### src/rtl/maxpool_2x2_stream_pkg.sv
// Shared parameters, FSM state encoding and sizing helper for the 2x2 max-pooling stage.
package maxpool_2x2_stream_pkg;

  localparam int DEF_DATA_W = 8;
  localparam int DEF_IMG_W  = 26;
  localparam int DEF_IMG_H  = 26;

  typedef enum logic [1:0] {
    ROW_A = 2'd0,
    ROW_B = 2'd1,
    SKIP  = 2'd2,
    DONE  = 2'd3
  } pool_state_t;

  // Index width that never collapses to zero bits for tiny dimensions.
  function automatic int idx_width(input int n);
    return (n > 1) ? $clog2(n) : 1;
  endfunction

endpackage

### src/rtl/maxpool_2x2_stream_pool_line_buffer.sv
// Half-width line buffer holding the pairwise maxima of the even row; one write port,
// one combinational read port.
module pool_line_buffer #(
  parameter int DATA_W = 8,
  parameter int DEPTH  = 13,
  parameter int IW     = 4
) (
  input  logic              clk,
  input  logic              wr_en,
  input  logic [IW-1:0]     wr_idx,
  input  logic [DATA_W-1:0] wr_data,
  input  logic [IW-1:0]     rd_idx,
  output logic [DATA_W-1:0] rd_data
);

  logic [DATA_W-1:0] mem_r [DEPTH];

  // Entry update; contents need no reset since every entry is written before it is read.
  always_ff @(posedge clk) begin
    if (wr_en && (int'(wr_idx) < DEPTH)) begin
      mem_r[wr_idx] <= wr_data;
    end
  end

  // Combinational read, out-of-range indices return zero.
  always_comb begin
    rd_data = '0;
    if (int'(rd_idx) < DEPTH) begin
      rd_data = mem_r[rd_idx];
    end else begin
      rd_data = '0;
    end
  end

endmodule

### src/rtl/maxpool_2x2_stream.sv
// Streaming 2x2 / stride-2 signed max-pooling over a raster-ordered IMG_W x IMG_H map.
// Even rows fold into the line buffer; odd rows complete each window and emit it.
module maxpool_2x2_stream
  import maxpool_2x2_stream_pkg::*;
#(
  parameter int DATA_W = DEF_DATA_W,
  parameter int IMG_W  = DEF_IMG_W,
  parameter int IMG_H  = DEF_IMG_H,
  localparam int CW    = idx_width(IMG_W),
  localparam int RW    = idx_width(IMG_H)
) (
  input  logic              clk,
  input  logic              rst,
  input  logic              clear,
  input  logic              in_valid,
  input  logic [DATA_W-1:0] in_data,
  output logic              out_valid,
  output logic [DATA_W-1:0] out_data,
  output logic [CW-1:0]     out_col,
  output logic [RW-1:0]     out_row,
  output logic              frame_done
);

  localparam int PW            = IMG_W / 2;
  localparam int PH            = IMG_H / 2;
  localparam int IW            = idx_width(PW);
  localparam int LAST_PAIR_COL = 2 * PW - 1;
  localparam int LAST_PAIR_ROW = 2 * PH - 1;
  localparam bit W_ODD         = (IMG_W % 2) != 0;
  localparam bit H_ODD         = (IMG_H % 2) != 0;

  // Signed maximum; the first operand wins a tie.
  function automatic logic [DATA_W-1:0] smax(input logic [DATA_W-1:0] a,
                                             input logic [DATA_W-1:0] b);
    if ($signed(b) > $signed(a)) begin
      return b;
    end else begin
      return a;
    end
  endfunction

  pool_state_t       state_r;
  logic [CW-1:0]     col_r;
  logic [RW-1:0]     row_r;
  logic [DATA_W-1:0] hold_r;

  logic              accept_s;
  logic              col_last_s;
  logic              row_last_s;
  logic              col_used_s;
  logic              pair_row_last_s;
  logic              frame_last_s;
  logic              row_a_s;
  logic              lbuf_we_s;
  logic [IW-1:0]     lbuf_idx_s;
  logic [DATA_W-1:0] lbuf_wd_s;
  logic [DATA_W-1:0] lbuf_rd_s;

  // Per-sample decode of position and line-buffer write.
  always_comb begin
    accept_s        = in_valid & ~clear;
    col_last_s      = (col_r == CW'(IMG_W - 1));
    row_last_s      = (row_r == RW'(IMG_H - 1));
    col_used_s      = ~(W_ODD & col_last_s);
    pair_row_last_s = (row_r == RW'(LAST_PAIR_ROW));
    frame_last_s    = pair_row_last_s & (col_r == CW'(LAST_PAIR_COL));
    lbuf_idx_s      = IW'(col_r >> 1);
    row_a_s         = (state_r == ROW_A) | (state_r == DONE);
    lbuf_we_s       = accept_s & row_a_s & col_r[0] & col_used_s;
    lbuf_wd_s       = smax(hold_r, in_data);
  end

  pool_line_buffer #(
    .DATA_W (DATA_W),
    .DEPTH  (PW),
    .IW     (IW)
  ) u_lbuf (
    .clk     (clk),
    .wr_en   (lbuf_we_s),
    .wr_idx  (lbuf_idx_s),
    .wr_data (lbuf_wd_s),
    .rd_idx  (lbuf_idx_s),
    .rd_data (lbuf_rd_s)
  );

  // FSM, raster counters, hold register and registered outputs.
  always_ff @(posedge clk or negedge rst) begin
    if (!rst) begin
      state_r    <= ROW_A;
      col_r      <= '0;
      row_r      <= '0;
      hold_r     <= '0;
      out_valid  <= 1'b0;
      out_data   <= '0;
      out_col    <= '0;
      out_row    <= '0;
      frame_done <= 1'b0;
    end else if (clear) begin
      state_r    <= ROW_A;
      col_r      <= '0;
      row_r      <= '0;
      out_valid  <= 1'b0;
      frame_done <= 1'b0;
    end else begin
      out_valid  <= 1'b0;
      frame_done <= 1'b0;
      if (accept_s) begin
        if (col_last_s) begin
          col_r <= '0;
          if (row_last_s) begin
            row_r <= '0;
          end else begin
            row_r <= row_r + RW'(1);
          end
        end else begin
          col_r <= col_r + CW'(1);
        end
        // DONE behaves as ROW_A at col 0: a sample there opens the next frame.
        case (state_r)
          ROW_A, DONE: begin
            if (!col_r[0] && col_used_s) begin
              hold_r <= in_data;
            end
            state_r <= col_last_s ? ROW_B : ROW_A;
          end
          ROW_B: begin
            if (!col_r[0] && col_used_s) begin
              hold_r <= smax(lbuf_rd_s, in_data);
            end
            if (col_r[0]) begin
              out_valid  <= 1'b1;
              out_data   <= smax(hold_r, in_data);
              out_col    <= col_r >> 1;
              out_row    <= row_r >> 1;
              frame_done <= frame_last_s;
            end
            if (col_last_s) begin
              if (pair_row_last_s) begin
                state_r <= H_ODD ? SKIP : DONE;
              end else begin
                state_r <= ROW_A;
              end
            end
          end
          SKIP: begin
            if (col_last_s) begin
              state_r <= DONE;
            end
          end
          default: begin
            state_r <= ROW_A;
          end
        endcase
      end else if (state_r == DONE) begin
        state_r <= ROW_A;
      end
    end
  end

endmodule
### config.mk
export PLATFORM = sky130hd
export DESIGN_NAME = maxpool_2x2_stream
export DESIGN_NICKNAME = d
export VERILOG_FILES = /design/src/rtl/maxpool_2x2_stream_pkg.sv /design/src/rtl/maxpool_2x2_stream_pool_line_buffer.sv /design/src/rtl/maxpool_2x2_stream.sv
export SDC_FILE = /design/constraint.sdc
export NUM_CORES = 1
export LEC_CHECK = 0
export BUFFER_PORTS_ARGS = -buffer_cell sky130_fd_sc_hd__buf_2
export CAP_MARGIN = 15
export CORE_MARGIN = 2
export CORE_UTILIZATION = 40
export DETAILED_ROUTE_END_ITERATION = 8
export PLACE_DENSITY = 0.6
export RECOVER_POWER = 25
export SYNTH_ARGS = -nofsm -noshare
export SYNTH_HDL_FRONTEND = slang
export SYNTH_HIERARCHICAL = 1
export SYNTH_SLANG_ARGS = --single-unit
### constraint.sdc
create_clock -name clk -period 5.5 [get_ports clk]
set_input_delay 0.275 -clock clk [delete_from_list [all_inputs] [get_ports clk]]
set_output_delay 0.275 -clock clk [all_outputs]
set_load 0.02 [all_outputs]
* Word-level counts from Yosys, hierarchy flattened *
Memories as Yosys holds them, arrays and structs flattened.
Cells that the tools add are included.

word-level totals
  register bits = 38
  bits in writable memories = 104
  input port bits = 12
  output and inout port bits = 20
  memories kept = 1

memories
  memory        depth  width  rd ports  clocked after Yosys merged registers in  write ports  RTL line                                   text
  u_lbuf.mem_r  13     8      1         0                                        1            maxpool_2x2_stream_pool_line_buffer.sv:16  logic [DATA_W-1:0] mem_r [DEPTH];

cells by class
  $add $sub $neg = 2
  order comparisons = 3
  equal/unequal tests = 9
  muxes and demuxes = 31
  bitwise operators = 6
  reductions and logical operators = 11

operator list
  cell                 number
  $mux 8               5
  $mux 5               7
  $gt 8x8->1           2
  $pmux 8 s2           1
  $mux 2               6
  $mux 1               11
  $add 5x1->5 const B  2
  $eq 5x5->1 const B   2
  $ne 4x4->1 const B   2
  $pmux 2 s3           1
  $reduce_bool 2->1    3
  $reduce_and 5->1     1
  $and 1x1->1          4
  $eq 2x2->1 const B   2
  $lt 4x4->1 const B   1
  $ne 2x2->1 const B   2
  $reduce_and 4->1     1
  $reduce_and 3->1     1
  $reduce_bool 3->1    1
  $eq 2x1->1 const B   1
  $logic_not 2->1      1
  $reduce_and 2->1     1
  $reduce_or 2->1      1
  $logic_and 1x1->1    1
  other kinds (2)      2

* Depth between registers and ports, before layout *
  word-level depth = 7
  gate-level depth with buffers = 12

* Hierarchy *
The synthesis kept the hierarchy.

by module, submodules not included
  module              times used  cells an instance  area an instance (um2)  seq. area each (um2)
  pool_line_buffer    1           200                4,091.4                 3,123.0
  maxpool_2x2_stream  1           252                2,391.0                 950.9

* Least setup slack after synthesis *
Ideal clock, no wire load.

  kind = register to register
  from = register col_r[2]
  to = register hold_r[0]
  setup time = 0.137 ns
  arrival time = 2.922 ns
  path slack = 2.442 ns
  cell stages (with the launch flop) = 13
  period minus slack after synthesis = 3.058 ns
  cells stage by stage = dfrtp_1 buf_6 buf_6 mux4_2 a32oi_1 o21ai_1 inv_1 ha_1 a21oi_1 o21ai_0 a221o_1 a21boi_4 o221ai_2

on the way
  longest elaborated chain between the ends = 6

RTL lines
  what                                               RTL line                                   text
  start: declaration                                 maxpool_2x2_stream.sv:43                   logic [CW-1:0] col_r;
  start signal: assignment                           maxpool_2x2_stream.sv:116                  col_r <= col_r + CW'(1);
  $mem_v2 13x8 / $lt 4x4->1 (equally long branches)  --
  $mux 8 (*)                                         maxpool_2x2_stream_pool_line_buffer.sv:28  if (int'(rd_idx) < DEPTH) begin
  named net lbuf_rd_s[3]                             maxpool_2x2_stream.sv:57                   logic [DATA_W-1:0] lbuf_rd_s;
  $gt 8x8->1 (*)                                     maxpool_2x2_stream.sv:35                   if ($signed(b) > $signed(a)) begin
  $mux 8 (*)                                         maxpool_2x2_stream.sv:35
  $mux 8 (*)                                         maxpool_2x2_stream.sv:127                  if (!col_r[0] && col_used_s) begin
  $pmux 8 s2 (*)                                     maxpool_2x2_stream.sv:119                  case (state_r)
  end signal: assignment                             maxpool_2x2_stream.sv:122                  hold_r <= in_data;
  end signal: assignment                             maxpool_2x2_stream.sv:128                  hold_r <= smax(lbuf_rd_s, in_data);
  end: declaration                                   maxpool_2x2_stream.sv:45                   logic [DATA_W-1:0] hold_r;

The timed path passes the listed nets; every way through them passes the cells marked *. The select of a mux whose other input is x is not followed.
A chain may end at the register's enable or synchronous reset.

* Worst setup path in the final report *
  from = register col_r[4]
  to = register hold_r[0]

The elaborated chain is that of the path after synthesis.

==> flow_summary.toml <==
[status]
status = "finished, violations left"
violations = "max-capacitance violations, max-slew violations"

[timing]
timing.hold.ws_ns = 0.193
worst_pin_slew_ns = 2.13
relSlewSlack_pct = -42.1
grt_setup_unrepaired = "no"
worst_slack_ns = 1.47
max_freq_ghz = 0.248
clock_skew_ns = 0.00612
finalHoldViolCount = 0
min_period_over_period_pct = 73.2
timing.setup.tns_ns = 0
layout_min_cycle_time_ns = 4.03
drv_slew = 39
setup_violations = 0

[logic_synthesis]
syn-cell-area_um2 = 6480
ys_seq_area_share_pct = 62.8
synth.distinct_cells = 48
ys_async_sr_fraction_pct = 26.8
netlist_top_cells_area = "edfxtp_1, dfrtp_1, mux4_2, ha_1, nor2_1"
ys_warn_count = 6
avgSynthCellArea_um2 = 14.3
yosysTopAreaCellShare_pct = 48.2
yosysTopAreaCell = "edfxtp_1"
postSynthCellCount = 452
ys_ff_latch = 142
synth-edff-count = 104
ys.flop_type = "edfxtp_1"

[power_and_ir_drop]
power_density_nw_per_um2 = 340
peakVddDrop_mv = 0.212
power_leakage_nw = 2.66

[worst_setup_path]
cp_top_family = "compound AO/OA/AOI/OAI gates"
crit_chain = "clkbuf_1 -> mux4_2 -> o22ai_1 -> a31oi_1 -> inv_1 -> ha_1 -> a21oi_1 -> o21ai_0 -> a221o_1 -> a21boi_4 -> o221ai_2"
cp_slowest_cell = "clkbuf_1"
max_stage_delay_ns = 0.87
reg2reg_slack_ns = 1.47
cp.arrival_ns = 4.30
cp_max_fo = 22
path_buf_inv = 2
required_ns = 5.78
worst_setup_path_start_kind = "flop"
reg2reg_from = "col_r[4]$_DFFE_PN0N_"
worst-r2r-cell-count = 11
rr_endpoint = "hold_r[0]$_DFFE_PN0P_"
end_kind = "flop"
crit_type = "flop to flop"

[floorplan]
rows = 46
io_pins = 32
fp.dieH_um = 131
initial_core_util_pct = 40.8
dieArea_um2 = 17200
fp.coreArea_um2 = 15900
die_w_um = 131

[final_layout]
final_common_cell = "edfxtp_1"
nets = 525
finalInstanceArea_um2 = 7340
diodes = 0
drive_gt1_share_pct = 17.4
layout_common_cells = "edfxtp_1, dfrtp_1, nor2_1, nand2_1"
finish.utilization_pct = 46.2
area_growth_pct = 13.3

[detailed_routing]
dr.pass1.iters = 5
wl_per_cell_um = 19.4
dr_wl_met3_um = 594
antenna_left = 0
wl_met1_um = 6190
first_iter_violations = 333
top_layer = "met4"
route.detailed.drc = 0
drt-vias-per-instance = 5.45
route.met2.wl_um = 6750
vias = 3905
routed_wl_um = 13900

[global_route]
antenna_found_initial = 0
overflow = 0
grt_pass1_vias = 3989
grt_pass1_wl_um = 22100
grt_max_degree = 39
grt_use_total_pct = 17.0

[worst_hold_path]
min_path_type = "primary input to flop"
hold_end = "hold_r[0]$_DFFE_PN0P_"
worstHoldStart = "in_data[0]"
holdPathStages = 3

[clock_network]
clockBufferDepth = 2
cts_tree = "done"
htreeDepth = 4
clkLatencyLatePin_ns = 0.41
path_clk_slew_ns = 0.06
cts_hold_buf = 0
cts.sinks = 142
clockRootBuffer = "clkbuf_16"
cts_buffers = 17
post_cts_buffers = 0
cts_resized = 0

[place]
place_area_um2 = 6840
gp_congestion = 0.846
place_hpwl_um = 9650
place_ws_ns = 1.86
io_buffers = 29

[job]
drv_cap = 1
synth_stat cells, types with 9 or more instances:
cell,number
mux2i_1,10
mux4_2,21
a31oi_1,14
nand2_1,31
nor2_1,32
nor3_1,10
nand2b_1,13
dfrtp_1,38
o21ai_1,12
a21oi_1,9
nand3_1,17
ha_1,23
mux2_2,9
inv_1,23
edfxtp_1,104
worst register-to-register path: cells and delay by family, from the launching register on:
| family | cells | cell delay (ns) |
|---|---|---|
| buf+inv | 2 | 1.05 |
| flops | 1 | 0.72 |
| compound gates | 7 | 1.43 |
| fa+ha+maj | 1 | 0.26 |
| mux | 1 | 0.43 |
kinds of logic (layout without fill, tap and decap cells):
logic type | count (synthesis) | after routing | share of synthesized area [%]
adder cells (fa/ha/maj) | 23 | 23 | 4.44
multiplexers | 43 | 43 | 10.9
buffers and inverters | 42 | 90 | 3.28
flip-flops | 142 | 142 | 62.8
AND/OR/NAND/NOR | 125 | 125 | 9.32
other | 1 | 2 | 0.0578
XOR/XNOR | 2 | 2 | 0.270
AO/OA/AOI/OAI | 74 | 74 | 8.86
per-layer routing:
metal	GRT usage, %	vias to the layer above
met5	0	-
met4	8.15	0
met3	2.93	23
met2	27.5	106
met1	22.5	1972
li1	-	1804
worst max path at each step:
stage / start / end / slack [ns] / cells past startpoint
2_1_floorplan: col_r[2]$_DFFE_PN0N_ / hold_r[0]$_DFFE_PN0P_ / 2.44 / 12
3_3_place_gp: col_r[2]$_DFFE_PN0N_ / hold_r[3]$_DFFE_PN0P_ / 1.92 / 11
3_5_place_dp: col_r[2]$_DFFE_PN0N_ / hold_r[0]$_DFFE_PN0P_ / 1.86 / 11
4_1_cts: col_r[2]$_DFFE_PN0N_ / hold_r[0]$_DFFE_PN0P_ / 1.85 / 11
5_1_grt: col_r[4]$_DFFE_PN0N_ / hold_r[5]$_DFFE_PN0P_ / 1.21 / 11
6_report: col_r[4]$_DFFE_PN0N_ / hold_r[0]$_DFFE_PN0P_ / 1.47 / 11
area by class of cell:
class                      instances  area, um2
tap                              216        270
sequential                       142       4070
clock inverter                    11        101
inverter                          24       90.1
clock buffer                      19        433
timing repair buffer              36        170
fill                            1430       8540
multi-input combinational        269       2200
report_power, final:
group | internal [mW] | leakage [nW] | total (mW) | switching (mW)
Clock | 0.650 | 0.260 | 1.05 | 0.396
Combinational | 0.0606 | 0.939 | 0.217 | 0.157
Sequential | 1.22 | 1.46 | 1.23 | 0.0160
flip-flops by register name (all words and copies together), names as in the netlist:
| signal | cells |
|---|---|
| out_data | 8 |
| out_row | 4 |
| col_r | 5 |
| frame_done | 1 |
| out_col | 4 |
| state_r | 2 |
| hold_r | 8 |
| row_r | 5 |
| u_lbuf/mem_r | 104 |
| out_valid | 1 |
per-stage QoR:
stage          power (mW)  std cells
3_3_place_gp         1.46        687
4_1_cts              2.52        717
3_5_place_dp         1.47        687
5_1_grt              2.59        717
6_report             2.50        717
2_1_floorplan        1.39        453
Note: power is estimated with default switching activity, not from simulation.
